===== src/rtl/sub_mp_seq.sv =====
// rtl/sub_mp_seq.sv - multi-precision subtract sequencer over a shared 16-bit subtractor (optional flags: SUB_MP_FLAGS_EN)

// 16-bit subtractor slice: bin is active-low borrow in, bout is active-high borrow out.
module sub_16bit (
  input  logic [15:0] a,
  input  logic [15:0] b,
  input  logic        bin,
  output logic [15:0] dout,
  output logic        bout
);

  // Bitwise borrow chain: a bit borrows when a<b there, or passes an incoming borrow when a==b.
  always_comb begin
    logic brw;
    dout = '0;
    brw  = ~bin;
    for (int i = 0; i < 16; i++) begin
      dout[i] = a[i] ^ b[i] ^ brw;
      brw     = (~a[i] & b[i]) | (~(a[i] ^ b[i]) & brw);
    end
    bout = brw;
  end

endmodule

module sub_mp_seq #(
  parameter int WORDS = 4
) (
  input  logic                  clk,
  input  logic                  rst,
  input  logic                  in_valid,
  output logic                  in_ready,
  input  logic [16*WORDS-1:0]   din1,
  input  logic [16*WORDS-1:0]   din2,
  output logic                  out_valid,
  input  logic                  out_ready,
  output logic [16*WORDS-1:0]   dout,
  output logic                  bout,
`ifdef SUB_MP_FLAGS_EN
  output logic                  zero,
  output logic                  ovf,
`endif
  output logic                  busy
);

  localparam int N  = 16 * WORDS;
  localparam int IW = (WORDS > 1) ? $clog2(WORDS) : 1;
  localparam logic [IW-1:0] LAST = IW'(WORDS - 1);

  typedef enum logic [1:0] {IDLE, RUN, DONE} state_t;

  state_t        state;
  logic [N-1:0]  op1;
  logic [N-1:0]  op2;
  logic [N-1:0]  result;
  logic [N-1:0]  res_next;
  logic [IW-1:0] idx;
  logic          carry_n;
  logic [15:0]   a_slice;
  logic [15:0]   b_slice;
  logic [15:0]   d_slice;
  logic          bout_slice;

  assign in_ready = (state == IDLE);
  assign dout     = result;
  assign a_slice  = op1[16*idx +: 16];
  assign b_slice  = op2[16*idx +: 16];

  sub_16bit u_sub (
    .a    (a_slice),
    .b    (b_slice),
    .bin  (carry_n),
    .dout (d_slice),
    .bout (bout_slice)
  );

  // Result as it will look once the current slice is written; flags on the last slice see the full value.
  always_comb begin
    res_next = result;
    res_next[16*idx +: 16] = d_slice;
  end

  // Sequencer: capture operands, walk slices LSW first chaining the borrow, hold the result until taken.
  always_ff @(posedge clk) begin
    if (rst) begin
      state     <= IDLE;
      out_valid <= 1'b0;
      busy      <= 1'b0;
      op1       <= '0;
      op2       <= '0;
      result    <= '0;
      bout      <= 1'b0;
      idx       <= '0;
      carry_n   <= 1'b1;
`ifdef SUB_MP_FLAGS_EN
      zero      <= 1'b0;
      ovf       <= 1'b0;
`endif
    end else begin
      case (state)
        IDLE: begin
          if (in_valid) begin
            op1     <= din1;
            op2     <= din2;
            idx     <= '0;
            carry_n <= 1'b1;
            result  <= '0;
            busy    <= 1'b1;
            state   <= RUN;
          end
        end
        RUN: begin
          result  <= res_next;
          carry_n <= ~bout_slice;
          if (idx == LAST) begin
            bout      <= bout_slice;
`ifdef SUB_MP_FLAGS_EN
            zero      <= (res_next == '0);
            ovf       <= (op1[N-1] != op2[N-1]) && (res_next[N-1] != op1[N-1]);
`endif
            out_valid <= 1'b1;
            state     <= DONE;
          end else begin
            idx <= idx + 1'b1;
          end
        end
        DONE: begin
          if (out_ready) begin
            out_valid <= 1'b0;
            busy      <= 1'b0;
            state     <= IDLE;
          end
        end
        default: state <= IDLE;
      endcase
    end
  end

endmodule

===== config.mk =====
export PLATFORM = sky130hd
export DESIGN_NAME = sub_mp_seq
export DESIGN_NICKNAME = d
export VERILOG_FILES = /design/src/rtl/sub_mp_seq.sv
export SDC_FILE = /design/constraint.sdc
export NUM_CORES = 1
export LEC_CHECK = 0
export BUFFER_PORTS_ARGS = -buffer_cell sky130_fd_sc_hd__buf_2
export CORE_MARGIN = 5
export CORE_UTILIZATION = 35
export CTS_CLUSTER_SIZE = 24
export DETAILED_ROUTE_END_ITERATION = 10
export REMOVE_ABC_BUFFERS = 1
export SYNTH_ARGS = -nofsm -noshare
export SYNTH_HDL_FRONTEND = slang
export SYNTH_SLANG_ARGS = --single-unit

===== constraint.sdc =====
create_clock -name clk -period 11.4 [get_ports clk]
set_clock_uncertainty 0.15 [all_clocks]
set_input_delay 0.57 -clock clk [delete_from_list [all_inputs] [get_ports clk]]
set_output_delay 0.57 -clock clk [all_outputs]
set_load 0.03 [all_outputs]

==> impl_metrics.json <==
{
  "outcome": "finished, final reports clean",
  "critPathCaptureType": "register",
  "cts.sink_count": 200,
  "share_comb_of_total_power_pct": 14.1,
  "synth_sequential_area_ratio_pct": 49.77,
  "port_buffer_count": 199,
  "pre_cts_slack_ns": 2.775,
  "fmaxAchievable_mhz": 116.8,
  "routedWlPerCell_um": 17.10,
  "cts_post_setup_buffers_inserted": 0,
  "start_util_pct": 35.53,
  "worstSetupStartpointType": "register",
  "via_count": 6372,
  "fp-row-count": 55,
  "grt_start_max_net_pins": 84,
  "max-slew-margin-rel_pct": 22.19,
  "share_of_total_power_in_sequential_cells_pct": 46.6,
  "cts_hold_buf": 0,
  "finalWorstPathRequiredPeriod_ns": 8.565,
  "route.detailed.vias_per_inst": 4.932,
  "clockRootBuffer": "sky130_fd_sc_hd__clkbuf_16",
  "num-nets-final": 1146,
  "net-switching-power_w": 0.0004249,
  "areaGrowthSynthToFinish_pct": 21.56,
  "die_h_um": 161.6,
  "setup_ws_ns": 2.835,
  "min-delay-start": "din2[47]",
  "die_area_um2": 26120,
  "number_of_global_route_vias_before_repair": 6218,
  "routabilityCongestion": 0.7531,
  "netlist-cell-type-count": 40,
  "postRouteWirelength_um": 22090,
  "clock_power_share_pct": 39.3,
  "finish.instance_area_um2": 9779,
  "static-leakage-power_nw": 4.096,
  "synthesis.instances": 833,
  "intPower_w": 0.001197,
  "power.density_nw_per_um2": 165.9,
  "number_of_antenna_violations_at_the_first_check_in_global_routing": 0,
  "globalRouteOverflowTotal": 0,
  "synth_seq_cells": 200,
  "min_path_type": "input pin to register",
  "synth_top_cell_area_share_pct": 49.77,
  "drt_pass1_iterations": 4,
  "clk_path_buf_depth": 2,
  "worst-endpoint-arrival_ns": 8.78,
  "setup_viol_count_final": 0,
  "p_sw_share_pct": 26.19,
  "timing.rr.start": "idx[0]",
  "worstSkewPairLatency_ns": 0.43,
  "cp_data_required_time_ns": 11.61,
  "hold_viol_final": 0,
  "drcViolationCount": 0,
  "detailed_place.area_um2": 9154,
  "tritoncts": "done",
  "grt.total_usage_pct": 16.62,
  "fp.dieW_um": 161.6,
  "grt_pass1_wl_um": 34020,
  "setup_tns_ns": 0,
  "cts_resized": 0,
  "hpwlAfterDp_um": 15090,
  "synth.avg_cell_area_um2": 9.658,
  "netlist_top_cells_area": "sky130_fd_sc_hd__dfxtp_1, sky130_fd_sc_hd__nand2_1, sky130_fd_sc_hd__mux4_2",
  "min_period_over_period_pct": 75.13,
  "netlist_area_um2": 8045,
  "worstSetupPathType": "register to register",
  "crit_fanout": 21,
  "transition_at_the_pin_with_the_smallest_max_transition_slack_ns": 1.167,
  "ant_nets": 0,
  "crit_start": "idx[0]",
  "finish.utilization_pct": 43.19,
  "clk_pin_slew_ns": 0.07,
  "yosys_warnings": 0,
  "htree_num_levels": 4,
  "final_layout_size_suffix_gt1_share_pct": 31.38,
  "floorplan_core_area_um2": 22640,
  "diodes": 0,
  "max_ir_drop_vdd_mv": 0.08103,
  "cts-buffers-inserted": 17,
  "num_io_pins": 200,
  "setup_repair_after_global_routing_missed_its_margin": "false",
  "drv_cap": 0,
  "final_max_slew_viol_count": 0,
  "netlist.top_cell.by_area": "sky130_fd_sc_hd__dfxtp_1",
  "detailed_route_iter0_violations": 370
}
-- stage by stage --
stage	total power, W	hold WS (ns)	cells
2_1_floorplan	0.0009191	0.2771	768
5_1_grt	0.001700	0.2027	1292
6_report	0.001622	0.2241	1292
3_5_place_dp	0.001004	0.2933	1260
3_3_place_gp	0.001002	0.2895	1260
4_1_cts	0.001642	0.2008	1292
-- cells in the final DEF (no fill, tap or decap), drive strengths merged, types with 2 or more instances in the layout --
cell,n
nor4b,2
a31oi,2
fa,16
a22o,64
clkbuf,23
dfxtp,200
clkinv,3
inv,25
bufinv,3
a21oi,137
mux2,4
nor4,2
mux4,32
buf,207
nand2,260
ha,4
nor2,3
or3b,2
-- cell families after synthesis --
kind of cell	count (synthesis)	share of synthesized area (%)
buffers and inverters	88	5.007
AO/OA/AOI/OAI	207	16.67
adder cells (fa/ha/maj)	20	4.603
flip-flops	200	49.77
multiplexers	37	9.642
AND/OR/NAND/NOR	281	14.31
-- worst max-delay path, cell delays in order, from the launching register on --
cell and delay, ns:
sky130_fd_sc_hd__dfxtp_2 0.85, sky130_fd_sc_hd__mux4_2 0.61, sky130_fd_sc_hd__fa_1 0.42, sky130_fd_sc_hd__fa_1 0.40, sky130_fd_sc_hd__fa_1 0.41, sky130_fd_sc_hd__fa_1 0.41, sky130_fd_sc_hd__fa_1 0.40, sky130_fd_sc_hd__fa_1 0.41
sky130_fd_sc_hd__fa_1 0.41, sky130_fd_sc_hd__fa_1 0.40, sky130_fd_sc_hd__fa_1 0.41, sky130_fd_sc_hd__fa_1 0.43, sky130_fd_sc_hd__fa_1 0.44, sky130_fd_sc_hd__fa_1 0.44, sky130_fd_sc_hd__fa_1 0.40, sky130_fd_sc_hd__fa_1 0.40
sky130_fd_sc_hd__fa_1 0.36, sky130_fd_sc_hd__inv_1 0.09, sky130_fd_sc_hd__fa_1 0.40, sky130_fd_sc_hd__inv_1 0.11, sky130_fd_sc_hd__a22o_2 0.14
-- layer usage --
layer / share of wire, % / routed length [um] / vias to the layer above / GRT usage [%]
li1: - / - / 3166 / -
met1: 46 / 10240 / 3019 / 22.75
met2: 46 / 10230 / 175 / 26.14
met3: 6.5 / 1439 / 12 / 4.721
met4: 0.84 / 186 / 0 / 4.191
met5: 0 / 0 / - / 0
-- final timing paths --
| check | slack, ns | cells after the start | end |
|---|---|---|---|
| max | 2.84 | 20 | dout[31] |
| min | 0.22 | 3 | op2[47] |
| max reg2reg | 2.84 | 20 | dout[31] |
| min reg2reg | 0.30 | 2 | op2[1] |
-- cell type report --
cell class | count | area [um2]
Fill cell | 2274 | 12860
Sequential cell | 200 | 4006
Multi-Input combinational cell | 545 | 3646
Timing Repair Buffer | 207 | 1059
Clock buffer | 23 | 488.0
Tap cell | 285 | 356.6
Clock inverter | 9 | 137.6
Inverter | 23 | 86.33
-- flip-flops by register name, summed over array words and instances (netlist names) --
signal and cells:
out_valid 1, op2 64, state 2, bout 1, dout 64, carry_n 1
idx 2, op1 64, busy 1
-- synth_stat cells (all sizes together) --
| library cell | n |
|---|---|
| a21oi | 137 |
| a22o | 64 |
| a2bb2oi | 1 |
| a31oi | 2 |
| a32oi | 1 |
| and3b | 1 |
| and4b | 1 |
| buf | 27 |
| clkbuf | 38 |
| dfxtp | 200 |
| fa | 16 |
| ha | 4 |
| inv | 23 |
| mux2 | 4 |
| mux2i | 1 |
| mux4 | 32 |
| nand2 | 260 |
| nand2b | 1 |
| nand3 | 1 |
| nand3b | 1 |
| nand4 | 1 |
| nor2 | 3 |
| nor2b | 1 |
| nor3 | 1 |
| nor3b | 1 |
| nor4 | 2 |
| nor4b | 2 |
| o21ai | 1 |
| o21bai | 1 |
| or2 | 1 |
| or2b | 1 |
| or3 | 1 |
| or3b | 2 |
-- power groups by stage --
stage	combinational, W	sequential, W	clock (W)
2_1_floorplan	0.000142	0.000777	0
3_3_place_gp	0.000231	0.000771	0
3_5_place_dp	0.000232	0.000772	0
4_1_cts	0.000233	0.000756	0.000653
5_1_grt	0.000256	0.000760	0.000684
6_report	0.000229	0.000756	0.000638
(Power assumes the default switching activity.)
